**src/rtl/cdc_in_arbiter_pkg.sv**
```systemverilog
// rtl/cdc_in_arbiter_pkg.sv - shared states and constants for the CDC IN byte-stream arbiter
package cdc_in_arbiter_pkg;

  typedef enum logic {
    ST_IDLE  = 1'b0,
    ST_BURST = 1'b1
  } arb_state_t;

  // Full-speed bulk IN max packet size on the usb_cdc side.
  localparam int CDC_IN_MPS       = 64;
  localparam int DEF_MAX_BURST    = CDC_IN_MPS;
  localparam int DEF_IDLE_TIMEOUT = 16;

  function automatic int idx_width(input int n);
    return (n > 1) ? $clog2(n) : 1;
  endfunction

endpackage

```
**src/rtl/cdc_in_arbiter_rr_pick.sv**
```systemverilog
// rtl/cdc_in_arbiter_rr_pick.sv - combinational round-robin pick, searching from ptr+1
module rr_pick
  import cdc_in_arbiter_pkg::*;
#(
  parameter int N  = 3,
  parameter int PW = idx_width(N)
) (
  input  logic [N-1:0]  req,
  input  logic [PW-1:0] ptr,
  output logic [N-1:0]  win
);

  always_comb begin
    logic [PW-1:0] idx;
    logic          found;
    win   = '0;
    found = 1'b0;
    idx   = '0;
    for (int i = 1; i <= N; i++) begin
      idx = PW'((int'(ptr) + i) % N);
      if (!found && req[idx]) begin
        win[idx] = 1'b1;
        found    = 1'b1;
      end
    end
  end

endmodule

```
**src/rtl/cdc_in_arbiter.sv**
```systemverilog
// rtl/cdc_in_arbiter.sv - round-robin merge of N byte streams into the usb_cdc IN path
module cdc_in_arbiter
  import cdc_in_arbiter_pkg::*;
#(
  parameter int N_SRC        = 3,
  parameter int MAX_BURST    = DEF_MAX_BURST,
  parameter int IDLE_TIMEOUT = DEF_IDLE_TIMEOUT
) (
  input  logic               clk_i,
  input  logic               rst_i,
  input  logic [8*N_SRC-1:0] src_data_i,
  input  logic [N_SRC-1:0]   src_valid_i,
  input  logic [N_SRC-1:0]   src_last_i,
  output logic [N_SRC-1:0]   src_ready_o,
  output logic [7:0]         in_data_o,
  output logic               in_valid_o,
  input  logic               in_ready_i,
  output logic [N_SRC-1:0]   grant_o,
  output logic               busy_o
);

  localparam int IW = idx_width(N_SRC);
  localparam int CW = $clog2(MAX_BURST + 1);
  localparam int TW = $clog2(IDLE_TIMEOUT + 1);

  arb_state_t       state, state_n;
  logic [N_SRC-1:0] grant, pick;
  logic [IW-1:0]    gidx, pick_idx, last_grant;
  logic [CW-1:0]    count;
  logic [TW-1:0]    stall;
  logic [7:0]       out_data, sel_data;
  logic             out_full, sel_valid, sel_last;
  logic             ready_g, hs, drain, done;

  rr_pick #(.N(N_SRC), .PW(IW)) u_pick (
    .req (src_valid_i),
    .ptr (last_grant),
    .win (pick)
  );

  always_comb begin
    pick_idx = '0;
    for (int k = 0; k < N_SRC; k++)
      if (pick[k]) pick_idx = IW'(k);
  end

  always_comb begin
    sel_data  = 8'h00;
    sel_valid = 1'b0;
    sel_last  = 1'b0;
    for (int k = 0; k < N_SRC; k++) begin
      if (gidx == IW'(k)) begin
        sel_data  = src_data_i[8*k +: 8];
        sel_valid = src_valid_i[k];
        sel_last  = src_last_i[k];
      end
    end
  end

  // The output register accepts a new byte whenever it is empty or draining this cycle.
  assign ready_g = ~out_full | in_ready_i;
  assign hs      = (state == ST_BURST) & sel_valid & ready_g;
  assign drain   = out_full & in_ready_i;

  always_comb begin
    state_n = state;
    done    = 1'b0;
    case (state)
      ST_IDLE: begin
        if (|src_valid_i) state_n = ST_BURST;
      end
      ST_BURST: begin
        if (hs)
          done = sel_last | ((count + 1'b1) == CW'(MAX_BURST));
        else if (!sel_valid)
          done = ((stall + 1'b1) == TW'(IDLE_TIMEOUT));
        if (done) state_n = ST_IDLE;
      end
      default: state_n = ST_IDLE;
    endcase
  end

  always_ff @(posedge clk_i) begin
    if (rst_i) begin
      state      <= ST_IDLE;
      grant      <= '0;
      gidx       <= '0;
      last_grant <= IW'(N_SRC - 1);
      count      <= '0;
      stall      <= '0;
      out_data   <= 8'h00;
      out_full   <= 1'b0;
    end else begin
      state <= state_n;
      if (state == ST_IDLE && state_n == ST_BURST) begin
        grant <= pick;
        gidx  <= pick_idx;
        count <= '0;
        stall <= '0;
      end else if (state == ST_BURST) begin
        if (done) begin
          grant      <= '0;
          last_grant <= gidx;
          count      <= '0;
          stall      <= '0;
        end else if (hs) begin
          count <= count + 1'b1;
          stall <= '0;
        end else if (!sel_valid) begin
          stall <= stall + 1'b1;
        end
      end
      if (hs) begin
        out_data <= sel_data;
        out_full <= 1'b1;
      end else if (drain) begin
        out_full <= 1'b0;
      end
    end
  end

  assign src_ready_o = (state == ST_BURST) ? (grant & {N_SRC{ready_g}}) : '0;
  assign in_data_o   = out_data;
  assign in_valid_o  = out_full;
  assign grant_o     = grant;
  assign busy_o      = (state == ST_BURST) | out_full;

endmodule
```
**config.mk**
```make
export PLATFORM = sky130hd
export DESIGN_NAME = cdc_in_arbiter
export DESIGN_NICKNAME = d
export VERILOG_FILES = /design/src/rtl/cdc_in_arbiter_pkg.sv /design/src/rtl/cdc_in_arbiter_rr_pick.sv /design/src/rtl/cdc_in_arbiter.sv
export SDC_FILE = /design/constraint.sdc
export NUM_CORES = 1
export LEC_CHECK = 0
export ABC_AREA = 1
export BUFFER_PORTS_ARGS = -buffer_cell sky130_fd_sc_hd__buf_2
export CAP_MARGIN = 20
export CORE_UTILIZATION = 34
export DETAILED_ROUTE_END_ITERATION = 16
export PLACE_DENSITY = 0.55
export SYNTH_ARGS = -nofsm -noshare
export SYNTH_HDL_FRONTEND = slang
export SYNTH_SLANG_ARGS = --single-unit
```
**constraint.sdc**
```tcl
create_clock -name clk_i -period 2.65 [get_ports clk_i]
set_input_delay 0.1325 -clock clk_i [delete_from_list [all_inputs] [get_ports clk_i]]
set_output_delay 0.1325 -clock clk_i [all_outputs]
set_load 0.01 [all_outputs]
```
==> flow_summary.toml <==
[cells_and_area]
design_area_um2 = 2120
syn2layout_area_growth_pct = 22.8
num_antenna_cells = 0
fillers = 515
mostFrequentLayoutCells = "nand2_1 (79), buf_2 (48), dfxtp_1 (29), inv_1 (24), nor2_1 (24)"
final_common_cell = "nand2_1"
utilization_pct = 44.1
ff_latch_area_um2 = 581
multi_input_area_um2 = 1010
final_nets = 348
drive_gt1_share_pct = 24.2

[yosys]
synthMuxAreaShare_pct = 0
ys_warn_count = 0
syn_area_um2 = 1730
synth_compound_area_share_pct = 15.9
synthAdderAreaFrac_pct = 4.34
ys_ff_latch = 29
async_flop_share_pct = 0
seq_area_frac_synth_pct = 33.6
synthXorXnorAreaFrac_pct = 1.01
syn_inst = 256
synth_top_family_by_area = "simple AND/OR/NAND/NOR gates"
synthDistinctLibCells = 33
yosys.area_share.simple_pct = 37.4
ys.flop_type = "dfxtp_1"
synth_edf_count = 0
synth_area_per_cell_um2 = 6.75
syn_nets = 295

[die]
rows = 25
die-area_um2 = 5380
die_y_um = 73.3
ios = 49
dieWidth_um = 73.3
initial_utilization_pct = 35.9
coreArea_um2 = 4820

[power_and_ir_drop]
p_sw_uw = 576
p_sw_share_pct = 39.5
power_density_nw_per_um2 = 687
combPwrFrac_pct = 38.2
power_frac_clock_pct = 23.9
vdd_drop_max_mv = 0.352
p_int_uw = 882
p_leak_nw = 1.01
p_seq_share_pct = 37.9

[routing]
drtPass1Iterations = 4
antenna_left = 0
vias_per_cell = 4.70
wl_um = 4090
drt-initial-drc-count = 87
wl_per_cell_um = 10.8
post-route-drc-count = 0
vias = 1773

[sta]
fin_setup_tns_ns = 0
finalMaxSlewViolations = 0
rsz0062_at_grt = "false"
max_freq_mhz = 543
fin_skew_ns = 0.00620
finalHoldViolations = 0
period_needed_ns = 1.84
report.final.setup_viol = 0
tightest_slew_ns = 0.412
period_share_pct = 69.5
setup_ws_ns = 0.808
slew_headroom_pct = 72.5

[setup_path]
crit_fanout = 6
critPathLaunch = "last_grant[0]$_SDFFE_PP0P_"
endpoint = "gidx[0]$_SDFFE_PP0P_"
cp-start-kind = "flip-flop"
path_class = "flip-flop to flip-flop"
rr_worst_depth = 12
r2r_setup_slack_ns = 0.81
critPathArrivalTime_ns = 2.05
timing.rr.start = "last_grant[0]$_SDFFE_PP0P_"
reg2reg_to = "gidx[0]$_SDFFE_PP0P_"
required_ns = 2.85
end_kind = "flip-flop"

[clock_tree]
tritoncts = "built"
clkTransAtPathRegs_ns = 0.06
post-cts-setup-buffers = 0
cts-resized-gates = 0
root_buffer = "clkbuf_8"
clock-sinks = 29
cts_hold_buf = 0
clock_latency_ns = 0.27
cts_buffers = 5
clockBufferDepth = 2
htreeDepth = 2

[status]
status = "finished, final reports clean"

[global_route]
grt_pass1_wl_um = 7150
grt_max_degree = 25
grt_pass1_vias = 1573
grt-ovfl-total = 0
grt_usage_pct = 17.2
antenna_found_initial = 0

[run]
cap_violations = 0

[place]
pre_cts_ws_ns = 0.849
placed_cell_area_um2 = 2040
gp_congestion = 0.863
dp_hpwl_um = 3100
portBuffers = 48

[min_path]
hp-class = "primary input to flip-flop"
## Yosys cell counts (3+ instances only)
cell type	n	area, µm²
a41oi_1	8	70.1
dfxtp_1	29	581
nand2_1	79	297
ha_1	6	75.1
nor2_1	24	90.1
nand2_2	3	18.8
nand4_1	4	25.0
inv_2	3	11.3
a21oi_1	10	50.1
nand3_1	20	100
o21ai_0	21	105
inv_1	24	90.1
## per-layer routing
layer	wire (µm)	up-vias	track usage, %
met5	0	-	0
li1	-	950	-
met1	2080	771	23.2
met3	229	2	4.80
met2	1750	50	27.2
met4	34	0	4.49
## flip-flops by register name (all words and copies together) (netlist names)
register / count
in_valid_o: 1
state: 1
count: 7
stall: 5
gidx: 2
last_grant: 2
grant_o: 3
in_data_o: 8
## worst min-delay path by stage
stage,to,startpoint,depth (start not counted)
final,grant_o[0]$_SDFFE_PP0P_,rst_i,2
after global routing,grant_o[2]$_SDFFE_PP0P_,rst_i,2
after CTS,grant_o[1]$_SDFFE_PP0P_,rst_i,2
after detailed placement,grant_o[1]$_SDFFE_PP0P_,rst_i,2
after global placement,grant_o[1]$_SDFFE_PP0P_,rst_i,2
after floorplan,grant_o[0]$_SDFFE_PP0P_,rst_i,1
## cell type report
| cell class | count | area share, % |
|---|---|---|
| Tap cell | 67 | 3.95 |
| Inverter | 28 | 5.01 |
| Clock inverter | 2 | 0.471 |
| Sequential cell | 29 | 27.3 |
| Clock buffer | 6 | 3.42 |
| Multi-Input combinational cell | 195 | 47.8 |
| Timing Repair Buffer | 50 | 12.0 |
## critical path, cell delays in order, from the launching register on
cell and delay [ns]:
dfxtp_1 0.38, inv_1 0.08, ha_1 0.39, inv_1 0.10, nand2_1 0.07, nand3_1 0.08, nand2_1 0.13, inv_1 0.08
nand4_1 0.09, nand2_1 0.06, nand2_1 0.11, nand2_1 0.06, a21oi_1 0.13
## kinds of logic after synthesis
| kind of cell | count (synthesis) |
|---|---|
| and+or+nand+nor | 141 |
| AOI/OAI and AO/OA | 46 |
| buffers and inverters | 32 |
| DFF | 29 |
| adders and majority gates | 6 |
| xor gates and xnor gates | 2 |
## through the flow
stage	cells	hold slack [ns]	total power [mW]
after floorplan	256	0.202	0.958
after global placement	369	0.397	1.12
after detailed placement	369	0.392	1.12
after CTS	377	0.0963	1.47
after global routing	377	0.108	1.58
final	377	0.104	1.46
## power groups by stage
stage                     Clock (mW)  Combinational, mW  Sequential [mW]
after detailed placement           0              0.555            0.562
after floorplan                    0              0.390            0.568
final                          0.349              0.556            0.553
after global placement             0              0.557            0.561
after global routing           0.382              0.638            0.565
after CTS                      0.363              0.557            0.553
Power figures use the tool's default switching activity.
